File: config.mk
export PLATFORM = sky130hd
export DESIGN_NAME = decode_ctrl_flow
export DESIGN_NICKNAME = d
export VERILOG_FILES = /design/src/rtl/decode_ctrl_flow.sv
export SDC_FILE = /design/constraint.sdc
export NUM_CORES = 1
export LEC_CHECK = 0
export CAP_MARGIN = 20
export CORE_AREA = 2 2 157 159
export DETAILED_ROUTE_END_ITERATION = 6
export DIE_AREA = 0 0 159 161
export PLACE_DENSITY = 0.73
export SYNTH_ARGS = -nofsm -noshare
export SYNTH_HDL_FRONTEND = slang
export SYNTH_SLANG_ARGS = --single-unit
export TNS_END_PERCENT = 20
File: constraint.sdc
create_clock -name clock -period 4.2 [get_ports clock]
set_input_delay 0.84 -clock clock [delete_from_list [all_inputs] [get_ports clock]]
set_output_delay 0.84 -clock clock [all_outputs]
set_load 0.01 [all_outputs]
File: src/rtl/decode_ctrl_flow.sv
// ID-stage control-flow and hazard unit: resolves MIPS-I branches/jumps with one
// architectural delay slot, detects load-use / branch-operand hazards, registers ID/EX.
module decode_ctrl_flow #(
    parameter bit          DELAY_SLOT_TRAP = 1'b1,
    parameter int unsigned STALL_CNT_W     = 16
) (
    input  logic                   clock,
    input  logic                   reset,
    input  logic [31:0]            if_id_instruc,
    input  logic [31:0]            if_id_nextpc,
    input  logic [31:0]            rf_id_rs_data,
    input  logic [31:0]            rf_id_rt_data,
    input  logic [4:0]             ex_mem_writereg,
    input  logic                   ex_mem_memread,
    output logic [4:0]             id_rf_rs_addr,
    output logic [4:0]             id_rf_rt_addr,
    output logic                   id_stall,
    output logic                   id_if_selpcsource,
    output logic [1:0]             id_if_selpctype,
    output logic [31:0]            id_if_pcimd2ext,
    output logic [31:0]            id_if_rega,
    output logic [31:0]            id_if_pcindex,
    output logic [31:0]            id_ex_instruc,
    output logic [31:0]            id_ex_nextpc,
    output logic [31:0]            id_ex_rega,
    output logic [31:0]            id_ex_regb,
    output logic [4:0]             id_ex_writereg,
    output logic                   id_ex_regwrite,
    output logic                   id_ex_memread,
    output logic                   id_ex_memwrite,
    output logic                   id_ex_link,
    output logic [STALL_CNT_W-1:0] id_stall_count
);
    typedef enum logic {NORMAL = 1'b0, DSLOT = 1'b1} state_t;
    state_t state;

    logic [5:0] op, fn;
    logic [4:0] rs, rt, rd;
    assign op = if_id_instruc[31:26];
    assign fn = if_id_instruc[5:0];
    assign rs = if_id_instruc[25:21];
    assign rt = if_id_instruc[20:16];
    assign rd = if_id_instruc[15:11];
    assign id_rf_rs_addr = rs;
    assign id_rf_rt_addr = rt;

    logic is_beq, is_bne, is_j, is_jal, is_jr, is_jalr;
    logic is_rtype, is_alui, is_load, is_store, is_resv;
    always_comb begin
        is_beq   = (op == 6'h04);
        is_bne   = (op == 6'h05);
        is_j     = (op == 6'h02);
        is_jal   = (op == 6'h03);
        is_jr    = (op == 6'h00) && (fn == 6'h08);
        is_jalr  = (op == 6'h00) && (fn == 6'h09);
        is_rtype = (op == 6'h00) && !is_jr && !is_jalr;
        is_alui  = (op[5:3] == 3'b001);
        is_load  = (op >= 6'h20) && (op <= 6'h25);
        is_store = (op >= 6'h28) && (op <= 6'h2B);
        is_resv  = !(is_beq || is_bne || is_j || is_jal || (op == 6'h00) ||
                     is_alui || is_load || is_store);
    end

    function automatic logic src_hit(input logic used, input logic [4:0] src,
                                     input logic [4:0] dst);
        return used && (src != 5'd0) && (src == dst);
    endfunction

    logic use_rs, use_rt, br_rs, br_rt, load_use, br_haz, hazard;
    assign use_rs = is_rtype || is_jr || is_jalr || is_alui || is_load || is_store ||
                    is_beq || is_bne;
    assign use_rt = is_rtype || is_store || is_beq || is_bne;
    assign br_rs  = is_beq || is_bne || is_jr || is_jalr;
    assign br_rt  = is_beq || is_bne;

    assign load_use = id_ex_memread &&
                      (src_hit(use_rs, rs, id_ex_writereg) || src_hit(use_rt, rt, id_ex_writereg));
    assign br_haz   = (id_ex_regwrite &&
                       (src_hit(br_rs, rs, id_ex_writereg) || src_hit(br_rt, rt, id_ex_writereg))) ||
                      (ex_mem_memread &&
                       (src_hit(br_rs, rs, ex_mem_writereg) || src_hit(br_rt, rt, ex_mem_writereg)));
    assign hazard   = load_use || br_haz;

    logic cf, dslot_cf, taken, want_redir, bubble;
    assign cf         = is_beq || is_bne || is_j || is_jal || is_jr || is_jalr;
    assign dslot_cf   = (state == DSLOT) && cf;
    assign taken      = (is_beq && (rf_id_rs_data == rf_id_rt_data)) ||
                        (is_bne && (rf_id_rs_data != rf_id_rt_data));
    // Control flow in the delay slot never redirects normally; it traps or dies as a bubble.
    assign want_redir = is_resv || (dslot_cf && DELAY_SLOT_TRAP) ||
                        ((state == NORMAL) && (taken || is_j || is_jal || is_jr || is_jalr));
    assign bubble     = hazard || is_resv || dslot_cf;

    assign id_stall          = reset && hazard;
    assign id_if_selpcsource = reset && !hazard && want_redir;
    assign id_if_pcimd2ext   = if_id_nextpc + {{14{if_id_instruc[15]}}, if_id_instruc[15:0], 2'b00};
    assign id_if_rega        = rf_id_rs_data;
    assign id_if_pcindex     = {if_id_nextpc[31:28], if_id_instruc[25:0], 2'b00};

    always_comb begin
        id_if_selpctype = 2'b00;
        if (is_resv || dslot_cf)   id_if_selpctype = 2'b11;
        else if (is_j || is_jal)   id_if_selpctype = 2'b10;
        else if (is_jr || is_jalr) id_if_selpctype = 2'b01;
    end

    logic [4:0] dest;
    always_comb begin
        dest = 5'd0;
        if (is_rtype || is_jalr)     dest = rd;
        else if (is_alui || is_load) dest = rt;
        else if (is_jal)             dest = 5'd31;
    end

    // Link value is taken from the jump's own nextpc, never from the delay-slot instruction.
    logic link;
    assign link = is_jal || is_jalr;

    always_ff @(posedge clock or negedge reset) begin
        if (!reset) begin
            state          <= NORMAL;
            id_stall_count <= '0;
            id_ex_instruc  <= '0;
            id_ex_nextpc   <= '0;
            id_ex_rega     <= '0;
            id_ex_regb     <= '0;
            id_ex_writereg <= '0;
            id_ex_regwrite <= 1'b0;
            id_ex_memread  <= 1'b0;
            id_ex_memwrite <= 1'b0;
            id_ex_link     <= 1'b0;
        end else begin
            if (hazard && !(&id_stall_count))
                id_stall_count <= id_stall_count + STALL_CNT_W'(1);
            if (!hazard)
                state <= ((state == NORMAL) && id_if_selpcsource && (id_if_selpctype != 2'b11))
                         ? DSLOT : NORMAL;
            if (bubble) begin
                id_ex_instruc  <= '0;
                id_ex_nextpc   <= '0;
                id_ex_rega     <= '0;
                id_ex_regb     <= '0;
                id_ex_writereg <= '0;
                id_ex_regwrite <= 1'b0;
                id_ex_memread  <= 1'b0;
                id_ex_memwrite <= 1'b0;
                id_ex_link     <= 1'b0;
            end else begin
                id_ex_instruc  <= if_id_instruc;
                id_ex_nextpc   <= if_id_nextpc;
                id_ex_rega     <= rf_id_rs_data;
                id_ex_regb     <= link ? (if_id_nextpc + 32'd4) : rf_id_rt_data;
                id_ex_writereg <= dest;
                id_ex_regwrite <= (dest != 5'd0);
                id_ex_memread  <= is_load;
                id_ex_memwrite <= is_store;
                id_ex_link     <= link;
            end
        end
    end
endmodule

==> results of run 1 <==
[cell usage in the layout, fill, tap and decap left out, drive strengths merged, types with 5 or more instances in the layout]
| cell type | synthesis | layout |
|---|---|---|
| nor4 | 16 | 16 |
| ha | 31 | 31 |
| a31oi | 5 | 5 |
| and4 | 5 | 5 |
| xor2 | 61 | 61 |
| a21oi | 30 | 30 |
| o21ai | 23 | 23 |
| clkdlybuf4s50 | 0 | 345 |
| dlygate4sd2 | 0 | 26 |
| nand4 | 14 | 14 |
| a211oi | 34 | 34 |
| clkinv | 0 | 7 |
| and2 | 92 | 92 |
| nor2 | 77 | 77 |
| or3 | 7 | 7 |
| nand3 | 28 | 28 |
| dfrtp | 154 | 154 |
| nor3 | 14 | 14 |
| o21a | 6 | 6 |
| inv | 32 | 40 |
| clkbuf | 18 | 22 |
| nand2b | 7 | 7 |
| a221oi | 5 | 5 |
| buf | 88 | 224 |
| nor2b | 5 | 5 |
| nand2 | 36 | 36 |
| a21o | 10 | 10 |
| xnor2 | 55 | 55 |
[worst max path at each step]
stage	start	to	slack (ps)	depth (start not counted)
after global routing	rf_id_rt_data[13]	id_if_selpcsource	-70	9
after CTS	if_id_instruc[1]	id_if_pcimd2ext[29]	-40	13
after global placement	if_id_nextpc[2]	id_if_pcimd2ext[24]	-930	14
after detailed placement	if_id_nextpc[2]	id_if_pcimd2ext[28]	-1020	14
final	rf_id_rs_data[13]	id_if_selpcsource	50	9
after floorplan	if_id_instruc[0]	id_if_pcimd2ext[24]	320	11
[flip-flops by register name, indices dropped and copies added, names as in the netlist]
register / flops
id_ex_memwrite: 1
id_ex_rega: 32
id_ex_regb: 32
id_ex_writereg: 5
id_ex_regwrite: 1
id_ex_memread: 1
id_ex_link: 1
id_ex_instruc: 32
id_ex_nextpc: 32
id_stall_count: 16
state: 1
[metal layers]
metal,track usage [%],up-vias,part of all wire [%]
met1,32.0,4165,42
li1,-,4124,-
met5,0,-,0
met3,5.83,60,6.0
met4,10.5,0,3.4
met2,44.3,303,49
[layout make-up]
cell class / instances / area, um^2 / area share (%)
sequential: 154 / 3850 / 25.4
clock buffer: 17 / 425 / 2.81
antenna: 3 / 7.51 / 0.0495
inverter: 32 / 123 / 0.809
timing repair buffer: 605 / 5470 / 36.1
clock inverter: 15 / 170 / 1.12
tap: 324 / 405 / 2.68
multi-input combinational: 626 / 4700 / 31.0
[logic make-up (layout without fill, tap and decap cells)]
kind of cell / after synthesis / in the layout / share of synthesized area, %
flops: 154 / 154 / 42.7
fa+ha+maj: 32 / 32 / 4.52
buf+inv: 138 / 669 / 9.37
simple gates: 318 / 318 / 19.6
compound gates: 152 / 152 / 12.0
mux: 5 / 5 / 0.569
xor+xnor: 116 / 116 / 11.3
other cells: 1 / 6 / 0.0416
[what timing repair did]
item                       CTS  global route
setup endpoints to repair   25            22
gates resized for setup    133            45
buffers inserted            15             3
cloned                       0             0
pin swaps                   31            21
[power groups by stage]
stage | logic (mW) | registers [mW] | clock network [mW]
global route | 1.49 | 1.59 | 1.66
finish | 1.39 | 1.58 | 1.56
detailed placement | 1.34 | 1.61 | 0
floorplan | 0.488 | 1.65 | 0
global placement | 1.33 | 1.61 | 0
CTS | 1.37 | 1.58 | 1.60
[through the flow]
step,total power [mW],setup TNS (ps)
finish,4.53,0
global route,4.74,-325
CTS,4.55,-39.1
detailed placement,2.95,-13330
global placement,2.94,-13110
floorplan,2.14,0
==> results_dict.tcl, run 1 <==
set metrics [dict create \
    synth_seq_cells 154 \
    cp.arrival_ps 3310 \
    crit_buf_inv 2 \
    dpl_cell_area_mm2 0.0142 \
    cts_hold_buf 0 \
    grt_overflow_total 0 \
    finalHoldWorstSlack_ps 278 \
    dp_slack_ps -1020 \
    grt_usage_pct 26.0 \
    drtPass1Iterations 5 \
    cpLargestDelayFamily "simple AND/OR/NAND/NOR gates" \
    rsz0062_at_grt "true" \
    post-route-min-period_ps 4150 \
    core.rowCount 57 \
    synth_top_cell_area_share_pct 42.7 \
    final.fill_count 1990 \
    fin_util_pct 63.2 \
    critical_path.max_stage_delay_ps 460 \
    fin_crit_sh_pct 98.8 \
    crit_slowest_cell "clkdlybuf4s50_1" \
    tightestPinTransition_ps 981 \
    syn_avg_cell_area_um2 9.85 \
    num_vias 8652 \
    cp_max_fo 2 \
    p_leak_nw 6.71 \
    place_inst 1725 \
    drcViolationCount 0 \
    synthCells 916 \
    regToRegStartpoint "id_stall_count[3]" \
    synth-edff-count 0 \
    vdd_ir_drop_max_mv 0.237 \
    stdcell_count 1776 \
    hold_viol_final 0 \
    dp.final_hpwl_um 26600 \
    r2r_end "id_stall_count[1]" \
    ys_async_sr_fraction_pct 100 \
    grt_pass1_vias 8941 \
    relSlewSlack_pct 34.6 \
    area_growth_syn_to_layout_pct 68.0 \
    status "completed" \
    synth_commonest_cells "dfrtp_1, and2_1, buf_4" \
    setup_viol 0 \
    fin_area_mm2 0.0152 \
    power_frac_comb_pct 30.6 \
    drt-vias-per-instance 4.87 \
    yosysMostFrequentCell "dfrtp_1" \
    cts_tree "built" \
    clock_sinks 154 \
    yosysWarnings 0 \
    clk_latency_ps 420 \
    intPower_mw 3.10 \
    cp_cell_sequence "clkdlybuf4s50_1 > xor2_1 > nor4_2 > nand4_1 > or3_1 > a21oi_1 > o21ai_0 > a211oi_2 > clkdlybuf4s15_2" \
    post_drt_wl_per_cell_um 19.1 \
    ys.flop_type "dfrtp_1" \
    drive_above_1_share_pct 23.5 \
    num_io_pins 399 \
    max_cap_viol_count 0 \
    grt_pass1_wl_um 51300 \
    reg2reg_slack_ps 1590 \
    gp_congestion 0.895 \
    cts_root_buffer "clkbuf_16" \
    crit_path_end_kind "primary output" \
    port_buffers 396 \
    drtIter0Drc 478 \
    power_switching_mw 1.43 \
    antenna_found_initial 3 \
    setup_ws_ps 48.5 \
    min_path_type "in -> async" \
    fin_skew_ps 14.8 \
    start_util_pct 37.7 \
    cts_made_buffers 17 \
    startpoint_type "input pin" \
    yosys-top-cells-area "dfrtp_1, buf_4, and2_1" \
    die_h_um 161 \
    h-tree-depth 4 \
    synth_area_leader_cell "dfrtp_1" \
    ant_nets 0 \
    reg2reg_depth 7 \
    die_w_um 159 \
    clockBufferDepth 2 \
    grt_max_degree 80 \
    max_freq_ghz 0.241 \
    finalWirelength_um 33900 \
    synth.cell_area_mm2 0.00902 \
    maxSlewViolCount 0 \
    yosysSeqAreaShare_pct 42.7 \
    pwr-share-clk_pct 34.4 \
    power_frac_seq_pct 34.9 \
    dieArea_mm2 0.0256 \
    synth_cell_types 69 \
    layout.nets 1604 \
    p_per_area_mw_per_mm2 299 \
    swShare_pct 31.5 \
    clkTransAtPathRegs_ps 80 \
    critPathKind "in -> out" \
    core_mm2 0.0240 \
    crit_required_ps 3360 \
]
(Power assumes the default switching activity.)
==> run 2: changes to the inputs <==
ABC_AREA = 0   (was default)
==> results of run 2 <==
No change in the layout: final DEF, timing and power equal those of run 1.
